<file path="config.mk">
export PLATFORM = sky130hd
export DESIGN_NAME = uart_rx_os
export DESIGN_NICKNAME = d
export VERILOG_FILES = /design/src/rtl/uart_pkg.sv /design/src/rtl/uart_baud_tick.sv /design/src/rtl/uart_rx_os.sv
export SDC_FILE = /design/constraint.sdc
export NUM_CORES = 1
export LEC_CHECK = 0
export ABC_CLOCK_PERIOD_IN_PS = 4100
export BUFFER_PORTS_ARGS = -buffer_cell sky130_fd_sc_hd__buf_2
export CAP_MARGIN = 20
export CORE_ASPECT_RATIO = 2
export CORE_MARGIN = 5
export CORE_UTILIZATION = 55
export CTS_CLUSTER_DIAMETER = 100
export DETAILED_ROUTE_END_ITERATION = 12
export PLACE_DENSITY = 0.74
export SYNTH_ARGS = -nofsm -noshare
export SYNTH_HDL_FRONTEND = slang
export SYNTH_SLANG_ARGS = --single-unit
</file>
<file path="constraint.sdc">
create_clock -name clk_i -period 4.1 [get_ports clk_i]
set_clock_uncertainty 0.05 [all_clocks]
set_input_delay 0.41 -clock clk_i [delete_from_list [all_inputs] [get_ports clk_i]]
set_output_delay 0.41 -clock clk_i [all_outputs]
set_load 0.02 [all_outputs]
</file>
<file path="src/rtl/uart_pkg.sv">
// Shared constants, state encoding and config decode for the oversampling UART receiver.
package uart_pkg;

    localparam int OS_RATE    = 16;
    localparam int SAMPLE_LO  = 7;
    localparam int SAMPLE_MID = 8;
    localparam int SAMPLE_HI  = 9;

    typedef enum logic [2:0] {
        IDLE,
        START,
        DATA,
        PARITY,
        STOP,
        WAIT_HIGH
    } rx_state_t;

    // Stop-bit field: 0/1 select one stop bit, 2/3 select two.
    function automatic logic two_stop(input logic [1:0] stopbit);
        return stopbit[1];
    endfunction

endpackage

</file>
<file path="src/rtl/uart_baud_tick.sv">
// Fractional phase accumulator producing one tick per 1/16 bit time.
module uart_baud_tick #(
    parameter int CLK_FREQ_HZ = 10_000_000,
    parameter int ACC_W       = 24
) (
    input  logic        clk_i,
    input  logic        rst_i,
    input  logic        clear,
    input  logic [16:0] baudrate,
    output logic        tick
);

    localparam logic [ACC_W-1:0] CLK_F = ACC_W'(CLK_FREQ_HZ);

    logic [ACC_W-1:0] acc;
    logic [ACC_W-1:0] inc;
    logic [ACC_W-1:0] sum;

    // Step is baudrate*16; ACC_W leaves headroom so acc+inc never wraps.
    assign inc = ACC_W'({baudrate, 4'b0000});
    assign sum = acc + inc;

    always_ff @(posedge clk_i) begin
        if (rst_i) begin
            acc  <= '0;
            tick <= 1'b0;
        end else if (clear) begin
            acc  <= '0;
            tick <= 1'b0;
        end else if (sum >= CLK_F) begin
            acc  <= sum - CLK_F;
            tick <= 1'b1;
        end else begin
            acc  <= sum;
            tick <= 1'b0;
        end
    end

endmodule

</file>
<file path="src/rtl/uart_rx_os.sv">
// 16x oversampling UART receiver with majority vote, even parity and framing check.
module uart_rx_os
    import uart_pkg::*;
#(
    parameter int CLK_FREQ_HZ = 10_000_000,
    parameter int ACC_W       = 24
) (
    input  logic        clk_i,
    input  logic        rst_i,
    input  logic        rx_i,
    input  logic [16:0] baudrate_i,
    input  logic        parity_en_i,
    input  logic [1:0]  stopbit_i,
    output logic [7:0]  rx_data_o,
    output logic        rx_valid_o,
    output logic        busy_o,
    output logic        parity_err_o,
    output logic        frame_err_o
);

    rx_state_t   state;
    rx_state_t   state_next;
    logic        rx_m;
    logic        rx_s;
    logic [3:0]  sc;
    logic [2:0]  bit_idx;
    logic [7:0]  shift;
    logic        s_lo;
    logic        s_mid;
    logic        par_flag;
    logic        stop_idx;
    logic [16:0] baud_q;
    logic        par_en_q;
    logic        two_stop_q;
    logic        tick;
    logic        vote;
    logic        bit_done;
    logic        boundary;
    logic        start_det;
    logic        valid_n;
    logic        perr_n;
    logic        ferr_n;

    uart_baud_tick #(
        .CLK_FREQ_HZ (CLK_FREQ_HZ),
        .ACC_W       (ACC_W)
    ) u_tick (
        .clk_i    (clk_i),
        .rst_i    (rst_i),
        .clear    (start_det),
        .baudrate (baud_q),
        .tick     (tick)
    );

    assign vote     = (s_lo & s_mid) | (s_lo & rx_s) | (s_mid & rx_s);
    assign bit_done = tick && (sc == 4'(SAMPLE_HI));
    assign boundary = tick && (sc == 4'(OS_RATE - 1));
    assign busy_o   = (state != IDLE);

    always_ff @(posedge clk_i) begin
        if (rst_i) begin
            state <= IDLE;
        end else begin
            state <= state_next;
        end
    end

    always_comb begin
        state_next = state;
        start_det  = 1'b0;
        valid_n    = 1'b0;
        perr_n     = 1'b0;
        ferr_n     = 1'b0;
        case (state)
            IDLE: begin
                if (!rx_s) begin
                    start_det  = 1'b1;
                    state_next = START;
                end
            end
            START: begin
                if (bit_done && vote) begin
                    state_next = IDLE;
                end else if (boundary) begin
                    state_next = DATA;
                end
            end
            DATA: begin
                if (boundary && (bit_idx == 3'd7)) begin
                    state_next = par_en_q ? PARITY : STOP;
                end
            end
            PARITY: begin
                if (boundary) begin
                    state_next = STOP;
                end
            end
            STOP: begin
                // Leave at mid-stop so a back-to-back start edge is not missed.
                if (bit_done) begin
                    if (!vote) begin
                        ferr_n     = 1'b1;
                        state_next = WAIT_HIGH;
                    end else if (stop_idx == two_stop_q) begin
                        perr_n     = par_flag;
                        valid_n    = !par_flag;
                        state_next = IDLE;
                    end
                end
            end
            WAIT_HIGH: begin
                if (rx_s) begin
                    state_next = IDLE;
                end
            end
            default: state_next = IDLE;
        endcase
    end

    always_ff @(posedge clk_i) begin
        if (rst_i) begin
            rx_m         <= 1'b1;
            rx_s         <= 1'b1;
            sc           <= '0;
            bit_idx      <= '0;
            shift        <= '0;
            s_lo         <= 1'b1;
            s_mid        <= 1'b1;
            par_flag     <= 1'b0;
            stop_idx     <= 1'b0;
            baud_q       <= '0;
            par_en_q     <= 1'b0;
            two_stop_q   <= 1'b0;
            rx_data_o    <= '0;
            rx_valid_o   <= 1'b0;
            parity_err_o <= 1'b0;
            frame_err_o  <= 1'b0;
        end else begin
            rx_m         <= rx_i;
            rx_s         <= rx_m;
            rx_valid_o   <= valid_n;
            parity_err_o <= perr_n;
            frame_err_o  <= ferr_n;
            if (valid_n) begin
                rx_data_o <= shift;
            end
            if (start_det) begin
                sc         <= '0;
                bit_idx    <= '0;
                par_flag   <= 1'b0;
                stop_idx   <= 1'b0;
                baud_q     <= baudrate_i;
                par_en_q   <= parity_en_i;
                two_stop_q <= two_stop(stopbit_i);
            end else if (tick) begin
                sc <= sc + 4'd1;
                if (sc == 4'(SAMPLE_LO)) begin
                    s_lo <= rx_s;
                end
                if (sc == 4'(SAMPLE_MID)) begin
                    s_mid <= rx_s;
                end
                if (bit_done && (state == DATA)) begin
                    shift <= {vote, shift[7:1]};
                end
                if (bit_done && (state == PARITY)) begin
                    par_flag <= (^shift) ^ vote;
                end
                if (boundary && (state == DATA)) begin
                    bit_idx <= bit_idx + 3'd1;
                end
                if (boundary && (state == STOP)) begin
                    stop_idx <= 1'b1;
                end
            end
        end
    end

endmodule

</file>
* After elaboration in Yosys (flattened, before gate mapping)
Cells that the tools add are included. Widths: inputs -> output; s select.
Operators by class: add/sub/neg operators 4, magnitude comparators 1, equal/unequal tests 18, muxes and demuxes 20, bitwise gates (word level) 11, reductions and logical operators 22
Operators by type and width (number):
- $mux 3 | 10
- $add 24x21->24 | 1
- $ge 24x24->1 const B | 1
- $mux 24 | 1
- $sub 24x24->24 const B | 1
- $pmux 3 s6 | 1
- $eq 4x4->1 const B | 3
- $ne 2x2->1 const B | 5
- $eq 3x3->1 const B | 3
- $reduce_and 3->1 | 3
- $logic_and 1x1->1 | 8
- $mux 1 | 8
- $reduce_xor 8->1 | 1
- $reduce_and 7->1 | 1
- $eq 3x2->1 const B | 2
- $ne 3x3->1 const B | 2
- $reduce_and 2->1 | 3
- $not 1->1 | 5
- $reduce_or 5->1 | 1
- $add 4x1->4 const B | 1
- $eq 4x3->1 const B | 1
- $add 3x1->3 const B | 1
- $and 1x1->1 | 3
- $eq 3x1->1 const B | 1
- other kinds (8) | 9
Word-level totals: flip-flop bits (word level) 79, input port bits 23, output and inout bits 12, word-level logic and storage cells 95

* Longest topological paths before layout
depth after elaboration 6, gate-level depth with buffers 14, depth with buffers taken out 14

* By module
From an unflattened synthesis, not the netlist that was laid out.
Unflattened totals: cells, all modules 545, area total of the unflattened synthesis 4596.9 µm²
By module, submodules not included:
- uart_baud_tick | instances 1, cells each 296, area each 2317.2 µm², seq. area each 420.4 µm²
- uart_rx_os | instances 1, cells each 249, area each 2279.7 µm², seq. area each 1081.0 µm²

* Least setup slack after synthesis
Ideal clock, no wire load.
path kind flip-flop to flip-flop, start point register baud_q[0], end point register u_tick.acc[18], setup time 0.072 ns, arrival time 2.816 ns, required time 3.978 ns, setup slack 1.162 ns, cell stages (with the launch flop) 13, buffers on the path 0, clock period less this slack 2.938 ns, cell sequence dfxtp_1 -> ha_1 -> inv_1 -> fa_1 -> and2b_4 -> o2111a_1 -> o21ai_0 -> a211oi_2 -> a21oi_2 -> o31a_4 -> or3_1 -> a21oi_2 -> mux2i_1
On the way: word-level cells in the longest chain between the ends 3, elaborated cells between the ends (all ways) 4, those cells by class add/sub: 2; order compare: 1; mux: 1
RTL lines:
- start, declared | line uart_rx_os.sv:32 | logic [16:0] baud_q;
- start signal, assigned | line uart_rx_os.sv:152 | baud_q <= baudrate_i;
- $add 24x21->24 (*) | line uart_baud_tick.sv:21 | assign sum = acc + inc;
- $sub 24x24->24 or $ge 24x24->1 (tied branches) | line uart_baud_tick.sv:31, uart_baud_tick.sv:30
- $mux 24 (*) | line uart_baud_tick.sv:30 | end else if (sum >= CLK_F) begin
- end signal, assigned | line uart_baud_tick.sv:31 | acc <= sum - CLK_F;
- end signal, assigned | line uart_baud_tick.sv:34 | acc <= sum;
- end, declared | line uart_baud_tick.sv:15 | logic [ACC_W-1:0] acc;
Every way passes the cells marked *; elsewhere a longest branch is shown, timed or not. A chain may end at the register's enable or synchronous reset.

* Worst setup path after layout
start point register baud_q[0], end point register u_tick.acc[17]
Same word-level chain as after synthesis.

==> summary.md <==
| Metric | Value |
|---|---|
| Drt wl/cell | 16.3 um |
| Ports | 35 |
| Site Rows | 45 |
| Average instance area after synthesis | 8.65 um^2 |
| Initial antenna violation count | 0 |
| Syn nets | 545 |
| Total congestion overflow | 0 |
| Post-CTS Setup Repair Bufs | 0 |
| Nets | 569 |
| Fmax | 0.273 GHz |
| Resized Gates After CTS | 0 |
| First-pass GRT wire length | 17.1 mm |
| CP max stage delay | 0.49 ns |
| Post-layout min period | 3.66 ns |
| Main synth FF type | dfxtp_1 |
| Clk sinks | 75 |
| Commonest non-fill, non-tap cell in the layout | dfxtp_1 |
| Clock Tree Buf Depth | 2 |
| P per Cell Area | 426 nW/um^2 |
| Root Buffer | clkbuf_16 |
| Vias | 3,708 |
| Vias in the first global route | 3,787 |
| Gpl congestion | 0.909 |
| Port Buffers | 33 |
| Headroom to the max-slew limit | 43.0% |
| Synth area leader | dfxtp_1 |
| Post-synth EDFFs | 0 |
| Final Util | 63.5% |
| H-tree levels | 3 |
| Hold Path Class | in -> reg |
| CP Max Fanout | 15 |
| Share of cells above drive strength 1 | 16.3% |
| Fin Setup TNS | 0 ns |
| Drt initial violations | 153 |
| All-Layer GR Usage | 22.2% |
| Worst slew pin tran | 0.855 ns |
| Commonest cells after routing, fill and taps aside | 75 x dfxtp_1, 71 x nand2_1, 45 x nor2_1, 44 x a21oi_1, 33 x buf_2 |
| Max IR drop VDD | 0.341 mV |
| Worst-skew pair later-pin latency | 0.34 ns |
| Post-DP HPWL | 7.31 mm |
| Syn Inst Count | 498 |
| Post-synth ARST share | 0% |
| Die Span Y | 135 um |
| Core area | 7600 um^2 |
| Detailed Route WL | 10.2 mm |
| Worst path arrival time | 3.88 ns |
| CP Data Required Time | 4.32 ns |
| Crit path max-delay cell type | o21ai_0 |
| Initial Util | 56.7% |
| Reg clk slew, reported paths | 0.06 ns |
| # setup viols final | 0 |
| Leakage | 2.01 nW |
| # fillers | 700 |
| Die X | 72.6 um |
| Area contributors post-synth | dfxtp_1 35%, mux2i_1 7.4%, ha_1 6.7% |
| Total CTS buffers | 9 |
| Antenna-violating nets left | 0 |
| FF+latch count, synth | 75 |
| DRC viols | 0 |
| Max Slew Vio Count | 0 |
| Post-synth top area share | 34.9% |
| Post-synthesis cell area | 4310 um^2 |
| Antenna cell count | 0 |
| Final Cycle Share | 89.3% |
| CP Capture Type | register |
| CTS tree | yes |
| Crit start category | register |
| Endpoints failing hold | 0 |
| Sequential-to-total area share from yosys stat | 34.9% |
| Power Total | 2.06 mW |
| Worst hold margin | 0.206 ns |
| Status | finished, final reports clean |
| DRT Pass-1 Iters | 4 |
| Yosys warnings | 0 |
| CP cell instances | ha_1 > inv_1 > fa_1 > and2b_4 > o2111a_1 > o21ai_0 > o2111ai_1 > a21oi_2 > o31a_4 > o2111ai_4 > a211oi_1 > mux2i_1 |
| CP Class | reg -> reg |
| RSZ-0062 raised after global routing | false |
| Via density | 5.97 |
| Die ar. | 9810 um^2 |
| Max_cap viols | 0 |
| Synth unique cells | 72 |
| Largest net degree at the start of global routing | 48 |
| Syn-to-layout area delta | 12.1% |
| Hold Buf Count CTS | 0 |
[final timing paths]
check / cells past startpoint / slack [ns] / endpoint / startpoint
hold reg to reg: 1 / 0.36 / rx_s / rx_m
setup / recovery: 12 / 0.44 / u_tick.acc[17] / baud_q[0]
setup reg to reg: 12 / 0.44 / u_tick.acc[17] / baud_q[0]
hold / removal: 2 / 0.21 / rx_m / rx_i
[state kept, by name (all words and copies together) (netlist names), 3 cells and up]
name	cells
shift	8
bit_idx	3
state	3
u_tick.acc	20
rx_data_o	8
baud_q	17
sc	4
[Yosys cell counts (all sizes together) (5+ instances only)]
cell type	count
dfxtp	75
nand2	72
a21oi	52
nor2	45
mux2i	32
ha	23
xnor2	19
clkbuf	17
o21ai	14
nand2b	12
xor2	11
inv	10
nand3	10
or2	9
or3	9
nor3	8
o211ai	7
buf	6
a211oi	5
and2	5
and3	5
[per-stage QoR]
stage / setup WS, ns / std cells / area [um^2]
finish: 0.437 / 621 / 4830
global route: 0.272 / 621 / 4830
CTS: 0.492 / 621 / 4830
detailed placement: 0.528 / 605 / 4500
global placement: 0.612 / 605 / 4500
floorplan: 1.16 / 498 / 4310
[logic make-up after synthesis]
kind of cell               share of synthesized area [%]
DFF                                                 34.9
xor gates and xnor gates                            6.71
muxes                                               7.44
buffers and inverters                               3.40
and+or+nand+nor                                     22.2
adders and majority gates                           7.38
AOI/OAI and AO/OA                                   18.0
[report_power, final]
part / internal, mW / total, mW / switching [mW]
Combinational: 0.142 / 0.383 / 0.241
Clock: 0.537 / 0.864 / 0.327
Sequential: 0.768 / 0.809 / 0.0409
[layer usage]
metal	vias up	part of all wire [%]	GRT usage [%]	routed length [um]
met5	-	0	0	0
met3	49	3.8	4.16	387
met1	1757	35	21.1	3550
met4	0	6.4	16.4	652
met2	99	55	40.6	5570
li1	1803	-	-	-
[area by class of cell]
cell class / count / area [um^2] / share of cell area, %
clock buffers: 9 / 225 / 4.66
inverters: 10 / 37.5 / 0.777
flip-flops and latches: 75 / 1500 / 31.1
repair buffers: 36 / 188 / 3.89
multi-input cells: 390 / 2660 / 55.1
well taps: 94 / 118 / 2.44
clock inverters: 7 / 100 / 2.07
[worst max-delay path: cells and delay by family (launching register included)]
| kind | cells | cell delay, ns |
|---|---|---|
| adder cells (fa/ha/maj) | 2 | 0.39 |
| AND/OR/NAND/NOR | 1 | 0.20 |
| multiplexers | 1 | 0.23 |
| flip-flops | 1 | 0.31 |
| buffers and inverters | 1 | 0.07 |
| AO/OA/AOI/OAI | 7 | 2.33 |
(Power assumes the default switching activity.)
